$ cat config.mk
export PLATFORM = sky130hd
export DESIGN_NAME = alu_ctrl_seq
export DESIGN_NICKNAME = d
export VERILOG_FILES = /design/src/rtl/alu_ctrl_seq.sv
export SDC_FILE = /design/constraint.sdc
export NUM_CORES = 1
export LEC_CHECK = 0
export CAP_MARGIN = 20
export CORE_AREA = 2 2 39 41
export CTS_BUF_LIST = sky130_fd_sc_hd__clkbuf_8
export DETAILED_ROUTE_END_ITERATION = 6
export DIE_AREA = 0 0 41 43
export MAX_ROUTING_LAYER = met4
export PLACE_DENSITY = 0.71
export SLEW_MARGIN = 20
export SYNTH_ARGS = -nofsm -noshare
export SYNTH_HDL_FRONTEND = slang
export SYNTH_SLANG_ARGS = --single-unit
export TNS_END_PERCENT = 1
$ cat constraint.sdc
create_clock -name clk -period 1.54 [get_ports clk]
set_input_delay 0.308 -clock clk [delete_from_list [all_inputs] [get_ports clk]]
set_output_delay 0.308 -clock clk [all_outputs]
set_load 0.005 [all_outputs]
$ cat src/rtl/alu_ctrl_seq.sv
// ALU control decoder with registered, handshaked output.
// Optional RV32M sequencing enabled by macro ALU_CTRL_RV32M_EN.
module alu_ctrl_seq #(
    parameter int ALUOP_W = 4,
    parameter int FUNCT_W = 4,
    parameter int MUL_LAT = 3,
    parameter int DIV_LAT = 33
) (
    input  logic               clk,
    input  logic               rst,
    input  logic               in_valid,
    output logic               in_ready,
    input  logic [ALUOP_W-1:0] ALUOp,
    input  logic [FUNCT_W-1:0] funct,
    input  logic               m_sel,
    input  logic               flush,
    output logic               out_valid,
    input  logic               out_ready,
    output logic [3:0]         ALUcntl,
    output logic [2:0]         m_op,
    output logic               illegal,
    output logic               busy
);

    localparam logic [ALUOP_W-1:0] OP_LS = ALUOP_W'(4'b0000);
    localparam logic [ALUOP_W-1:0] OP_I  = ALUOP_W'(4'b0001);
    localparam logic [ALUOP_W-1:0] OP_BR = ALUOP_W'(4'b0010);
    localparam logic [ALUOP_W-1:0] OP_R  = ALUOP_W'(4'b0100);

    localparam logic [3:0] C_AND = 4'b0000;
    localparam logic [3:0] C_OR  = 4'b0001;
    localparam logic [3:0] C_XOR = 4'b0010;
    localparam logic [3:0] C_LSL = 4'b0011;
    localparam logic [3:0] C_RSL = 4'b0100;
    localparam logic [3:0] C_RSA = 4'b0101;
    localparam logic [3:0] C_ADD = 4'b0110;
    localparam logic [3:0] C_SUB = 4'b0111;
    localparam logic [3:0] C_MUL = 4'b1000;
    localparam logic [3:0] C_BAD = 4'b1111;

    logic [2:0] f3;
    logic       f7;
    logic [3:0] dec_cntl;
    logic       dec_ill;
    logic       accept;
    logic       valid_n;
    logic [3:0] cntl_n;
    logic [2:0] mop_n;
    logic       ill_n;

    assign f3 = funct[2:0];
    assign f7 = funct[3];

`ifdef ALU_CTRL_RV32M_EN
    typedef enum logic [1:0] {
        IDLE,
        MULTI,
        DONE
    } state_t;

    localparam int MAX_LAT = (DIV_LAT > MUL_LAT) ? DIV_LAT : MUL_LAT;
    localparam int CNT_W   = (MAX_LAT > 1) ? $clog2(MAX_LAT) : 1;

    state_t           state;
    state_t           state_n;
    logic [CNT_W-1:0] cnt;
    logic [CNT_W-1:0] cnt_n;
    logic [CNT_W-1:0] cnt_lim;
    logic             dec_m;

    // m_op holds the accepted funct3 while counting, so it picks the latency
    assign cnt_lim = m_op[2] ? CNT_W'(DIV_LAT - 1) : CNT_W'(MUL_LAT - 1);
    assign busy    = (state == MULTI);
`else
    assign busy    = 1'b0;
`endif

    assign in_ready = !busy && (!out_valid || out_ready);
    assign accept   = in_valid && in_ready;

    // Combinational decode of ALUOp/funct into an ALU control code
    always_comb begin
        dec_cntl = C_BAD;
        dec_ill  = 1'b1;
`ifdef ALU_CTRL_RV32M_EN
        dec_m    = 1'b0;
`endif
        if (ALUOp == OP_LS) begin
            dec_cntl = C_ADD;
            dec_ill  = 1'b0;
        end else if (ALUOp == OP_BR) begin
            dec_cntl = C_SUB;
            dec_ill  = 1'b0;
        end else if (ALUOp == OP_I) begin
            dec_ill = 1'b0;
            unique case (f3)
                3'b000:  dec_cntl = C_ADD;
                3'b001:  dec_cntl = C_LSL;
                3'b010:  dec_cntl = C_SUB;
                3'b011:  dec_cntl = C_SUB;
                3'b100:  dec_cntl = C_XOR;
                3'b101:  dec_cntl = f7 ? C_RSA : C_RSL;
                3'b110:  dec_cntl = C_OR;
                3'b111:  dec_cntl = C_AND;
                default: dec_cntl = C_BAD;
            endcase
        end else if (ALUOp == OP_R) begin
            if (!m_sel) begin
                dec_ill = 1'b0;
                case ({f7, f3})
                    4'b0000: dec_cntl = C_ADD;
                    4'b1000: dec_cntl = C_SUB;
                    4'b0001: dec_cntl = C_LSL;
                    4'b0010: dec_cntl = C_SUB;
                    4'b0011: dec_cntl = C_SUB;
                    4'b0100: dec_cntl = C_XOR;
                    4'b0101: dec_cntl = C_RSL;
                    4'b1101: dec_cntl = C_RSA;
                    4'b0110: dec_cntl = C_OR;
                    4'b0111: dec_cntl = C_AND;
                    default: begin
                        dec_cntl = C_BAD;
                        dec_ill  = 1'b1;
                    end
                endcase
            end
`ifdef ALU_CTRL_RV32M_EN
            else begin
                dec_cntl = C_MUL;
                dec_ill  = 1'b0;
                dec_m    = 1'b1;
            end
`endif
        end
    end

    // Next-state and next-output selection; flush wins over everything
    always_comb begin
        valid_n = out_valid;
        cntl_n  = ALUcntl;
        mop_n   = m_op;
        ill_n   = illegal;
`ifdef ALU_CTRL_RV32M_EN
        state_n = state;
        cnt_n   = cnt;
`endif
        if (flush) begin
            valid_n = 1'b0;
`ifdef ALU_CTRL_RV32M_EN
            state_n = IDLE;
            cnt_n   = '0;
`endif
        end
`ifdef ALU_CTRL_RV32M_EN
        else if (state == MULTI) begin
            if (cnt == cnt_lim) begin
                state_n = DONE;
                valid_n = 1'b1;
                cnt_n   = '0;
            end else begin
                cnt_n = cnt + CNT_W'(1);
            end
        end
`endif
        else if (accept) begin
            valid_n = 1'b1;
            cntl_n  = dec_cntl;
            mop_n   = 3'b000;
            ill_n   = dec_ill;
`ifdef ALU_CTRL_RV32M_EN
            state_n = IDLE;
            if (dec_m) begin
                state_n = MULTI;
                cnt_n   = '0;
                valid_n = 1'b0;
                mop_n   = f3;
            end
`endif
        end else if (out_ready) begin
            valid_n = 1'b0;
`ifdef ALU_CTRL_RV32M_EN
            state_n = IDLE;
`endif
        end
    end

    // State and output registers
    always_ff @(posedge clk or posedge rst) begin
        if (rst) begin
            out_valid <= 1'b0;
            ALUcntl   <= 4'b0000;
            m_op      <= 3'b000;
            illegal   <= 1'b0;
`ifdef ALU_CTRL_RV32M_EN
            state     <= IDLE;
            cnt       <= '0;
`endif
        end else begin
            out_valid <= valid_n;
            ALUcntl   <= cntl_n;
            m_op      <= mop_n;
            illegal   <= ill_n;
`ifdef ALU_CTRL_RV32M_EN
            state     <= state_n;
            cnt       <= cnt_n;
`endif
        end
    end

endmodule

==> results by group <==
Floorplanning
  – Number of placement rows: 14
  – Effective utilization at floorplan: 29.5%
  – Placeable core region: between 0.001 and 0.0015 mm2
  – Die area: ~0.0018 mm2
  – Die Y: 43 um
  – Die X: ~41 um
  – I/O pin cnt: 25

GRT
  – Pin count of the biggest net entering global routing: 9
  – First-pass GRT wire length: approximately 1.4 mm
  – Residual overflow from global routing: 0
  – GRT Util Overall: about 13%
  – Initial antenna violation count: 0
  – Vias in the first global route: about 370

Clock tree
  – Sink Count: 6
  – Clock tree from TritonCTS: yes
  – Max clock buf depth: 2
  – Clock insertion delay at the later pin of the skew report: roughly 0.22 ns
  – Total clock buffers created by CTS: 3
  – Clock input transition at the sequential cells of the worst setup and hold paths: 0.03 ns
  – H-tree depth: 1
  – Count of hold buffers inserted by post-cts repair: 0
  – Library cell used as clock root buffer: sky130_fd_sc_hd__clkbuf_8

Synth
  – Avg Cell Area, Syn: around 9.3 um2
  – Flip-flop and latch count after synthesis: 6
  – Number of synthesis warnings: 0
  – Compound-Gate Fraction of Synth Area: 20.9%
  – Ys async rst share: 100%
  – Synthesized-area fraction occupied by adder cells: 0%
  – Count of flip-flops with a built-in enable after synthesis: 0
  – Sequential share of the synthesized area: a little under two fifths
  – Share of cell area taken by muxes after synthesis: under 10%
  – Cell Area, Synth: just over 400 um2
  – Fraction of the mapped netlist area in simple logic gates: approximately 25%
  – Cell variety after synth: 27
  – Number of cells produced by synthesis: between 40 and 50
  – Xor and xnor fraction of the mapped netlist area: about 4.3%
  – Largest family of logic cells by synthesized area: simple AND/OR/NAND/NOR gates
  – Commonest register cell after synthesis: sky130_fd_sc_hd__dfrtp_1

Worst setup path
  – Number of cells traversed by the worst register-to-register path: 5
  – Source of the worst register-to-register timing path: out_valid$_DFFE_PP0P_
  – Setup crit end kind: output pin
  – Critical path arrival: roughly 1.2 ns
  – Worst setup path endpoint: in_ready
  – Launching instance or port of the critical path: out_ready
  – Capture instance of the worst register-to-register path: ALUcntl[0]$_DFFE_PP0P_
  – Critical path startpoint category: input port
  – Slack of the worst reg-to-reg path: roughly 0.34 ns
  – Critical Path Fanout Max: 3
  – Category of the critical setup timing path: input port to output pin
  – Data required time at the worst endpoint: around 1.2 ns

Power
  – Overall Power: ~550 uW
  – Peak supply drop: around 0.25 mV
  – Switching portion of total power: between 20% and 30%
  – Total power divided by cell area: between 700 and 800 mW/mm2
  – Proportion of power drawn by flip-flops and latches: between 30% and 40%
  – Internal power consumption: approximately 430 uW
  – Clock Power Share: between 40% and 50%
  – Net load switching power: approximately 120 uW
  – Part of the power in combinational logic: 24.9%
  – P_leak: roughly 0.00033 uW

Layout
  – Number of nets in the finished design: 90
  – Multi-input logic area: between 200 and 250 um2
  – Antenna cells: 0
  – Post-synthesis to final-layout area growth: 77.0%
  – Core occupancy in the finished layout: approximately 52%
  – Layout fillers: ~150
  – Layout cells sized above 1: roughly 22%
  – Area occupied by registers: about 150 um2
  – Most common cell after layout, fill and taps aside: sky130_fd_sc_hd__clkdlybuf4s50_1
  – Most used cells in the layout excluding fill and tap cells: sky130_fd_sc_hd__clkdlybuf4s50_1, sky130_fd_sc_hd__buf_4, sky130_fd_sc_hd__dfrtp_1

Timing
  – Pins Over Slew Limit: 0
  – RSZ-0062 raised after global routing: false
  – Final clock period utilization by the worst path: a little over nine tenths
  – Finish-stage setup viols: 0
  – Highest Clock Rate: 0.685 GHz
  – Final worst path period need: around 1.5 ns
  – Setup skew after layout: between 0.0009 and 0.001 ns
  – Final-report hold violation count: 0
  – Final setup TNS: 0 ns

Place
  – Detailed-placement wirelength estimate: 754 um
  – Port Buf Inserts: 20
  – Weighted congestion at the end of routability-driven global placement: about 0.83

Outcome
  – Status: complete, no violations

Worst hold path
  – Class of the worst hold path: input port to asynchronous set/reset pin

Routing
  – Number of antenna-violating nets in the routed design: 0
  – Routed via count divided by cell count: roughly 4.7
  – Total vias in the final route: about 420
  – Number of detailed-routing iterations run before antenna repair: 4
  – Wirelength per Cell: around 9.8 um
  – Iter 0 DRT Violations: 8
  – Number of remaining DRC errors: 0
  – Total routed wirelength: 882 um

Job
  – Count of max-cap constraint violations: 0
[critical path, cell delays in order]
cell and delay [ns]:
sky130_fd_sc_hd__clkdlybuf4s50_1 0.40, sky130_fd_sc_hd__nand2b_1 0.17, sky130_fd_sc_hd__dlygate4sd2_1 0.27
[synth_stat cells, types with 2 or more instances]
cell type / number / area [um2]
sky130_fd_sc_hd__a22o_1: 2 / 17.5
sky130_fd_sc_hd__buf_4: 4 / 30.0
sky130_fd_sc_hd__nor3_1: 2 / 10.0
sky130_fd_sc_hd__dfrtp_1: 6 / 150
sky130_fd_sc_hd__inv_1: 3 / 11.3
sky130_fd_sc_hd__nor2_1: 2 / 7.51
sky130_fd_sc_hd__nand2_1: 2 / 7.51
sky130_fd_sc_hd__nand2b_1: 3 / 18.8
sky130_fd_sc_hd__nor2b_1: 2 / 12.5
[sequential cells by signal (all words and copies together) (netlist names)]
name and cells:
illegal 1, out_valid 1, ALUcntl 4
[timing repair]
item | CTS | global route
endpoints found under the setup margin | 5 | 5
pin swaps | 3 | 7
resized for setup | 4 | 5
buffers inserted | 0 | 1
[power groups by stage]
stage / combinational [uW] / clock [uW] / sequential (uW)
3_5_place_dp: 136 / 0 / 182
6_report: 136 / 231 / 179
5_1_grt: 151 / 251 / 181
4_1_cts: 135 / 238 / 180
3_3_place_gp: 135 / 0 / 181
2_1_floorplan: 52.0 / 0 / 182
[worst min path at each step]
stage                                 startpoint                endpoint  slack, ns
after CTS                                    rst  ALUcntl[3]$_DFFE_PP0P_       0.31
after global placement    ALUcntl[3]$_DFFE_PP0P_  ALUcntl[3]$_DFFE_PP0P_       0.49
final                                        rst  ALUcntl[2]$_DFFE_PP0P_       0.30
after detailed placement  ALUcntl[3]$_DFFE_PP0P_  ALUcntl[3]$_DFFE_PP0P_       0.50
after floorplan                              rst  ALUcntl[0]$_DFFE_PP0P_        0.1
after global routing                         rst     illegal$_DFFE_PP0P_       0.33
[routing by layer]
layer	GRT usage, %	wire length, um
met1	14.3	353
met4	10.0	9
met5	-	0
met3	3.14	104
met2	17.5	414
[stage by stage]
step / area, um2 / cells / hold WS, ns / setup WS (ns)
4_1_cts: 703 / 89 / 0.308 / -0.0539
5_1_grt: 722 / 90 / 0.330 / 0.0232
2_1_floorplan: 419 / 47 / 0.0990 / 0.175
3_3_place_gp: 662 / 86 / 0.492 / -0.321
6_report: 722 / 90 / 0.299 / 0.0806
3_5_place_dp: 662 / 86 / 0.497 / -0.360
[cells by family (layout without fill, tap and decap cells)]
kind of cell | after synthesis | count (layout)
AOI/OAI and AO/OA | 10 | 10
xor gates and xnor gates | 2 | 2
buffers and inverters | 7 | 34
DFF | 6 | 6
muxes | 1 | 1
other | 1 | 4
and+or+nand+nor | 17 | 17
[final cells by class]
| cell class | instances | area share (%) |
|---|---|---|
| sequential | 6 | 20.8 |
| timing repair buffer | 28 | 36.7 |
| clock buffer | 3 | 5.72 |
| inverter | 3 | 1.56 |
| multi-input combinational | 34 | 32.4 |
| tap | 16 | 2.77 |
Power figures use the tool's default switching activity.
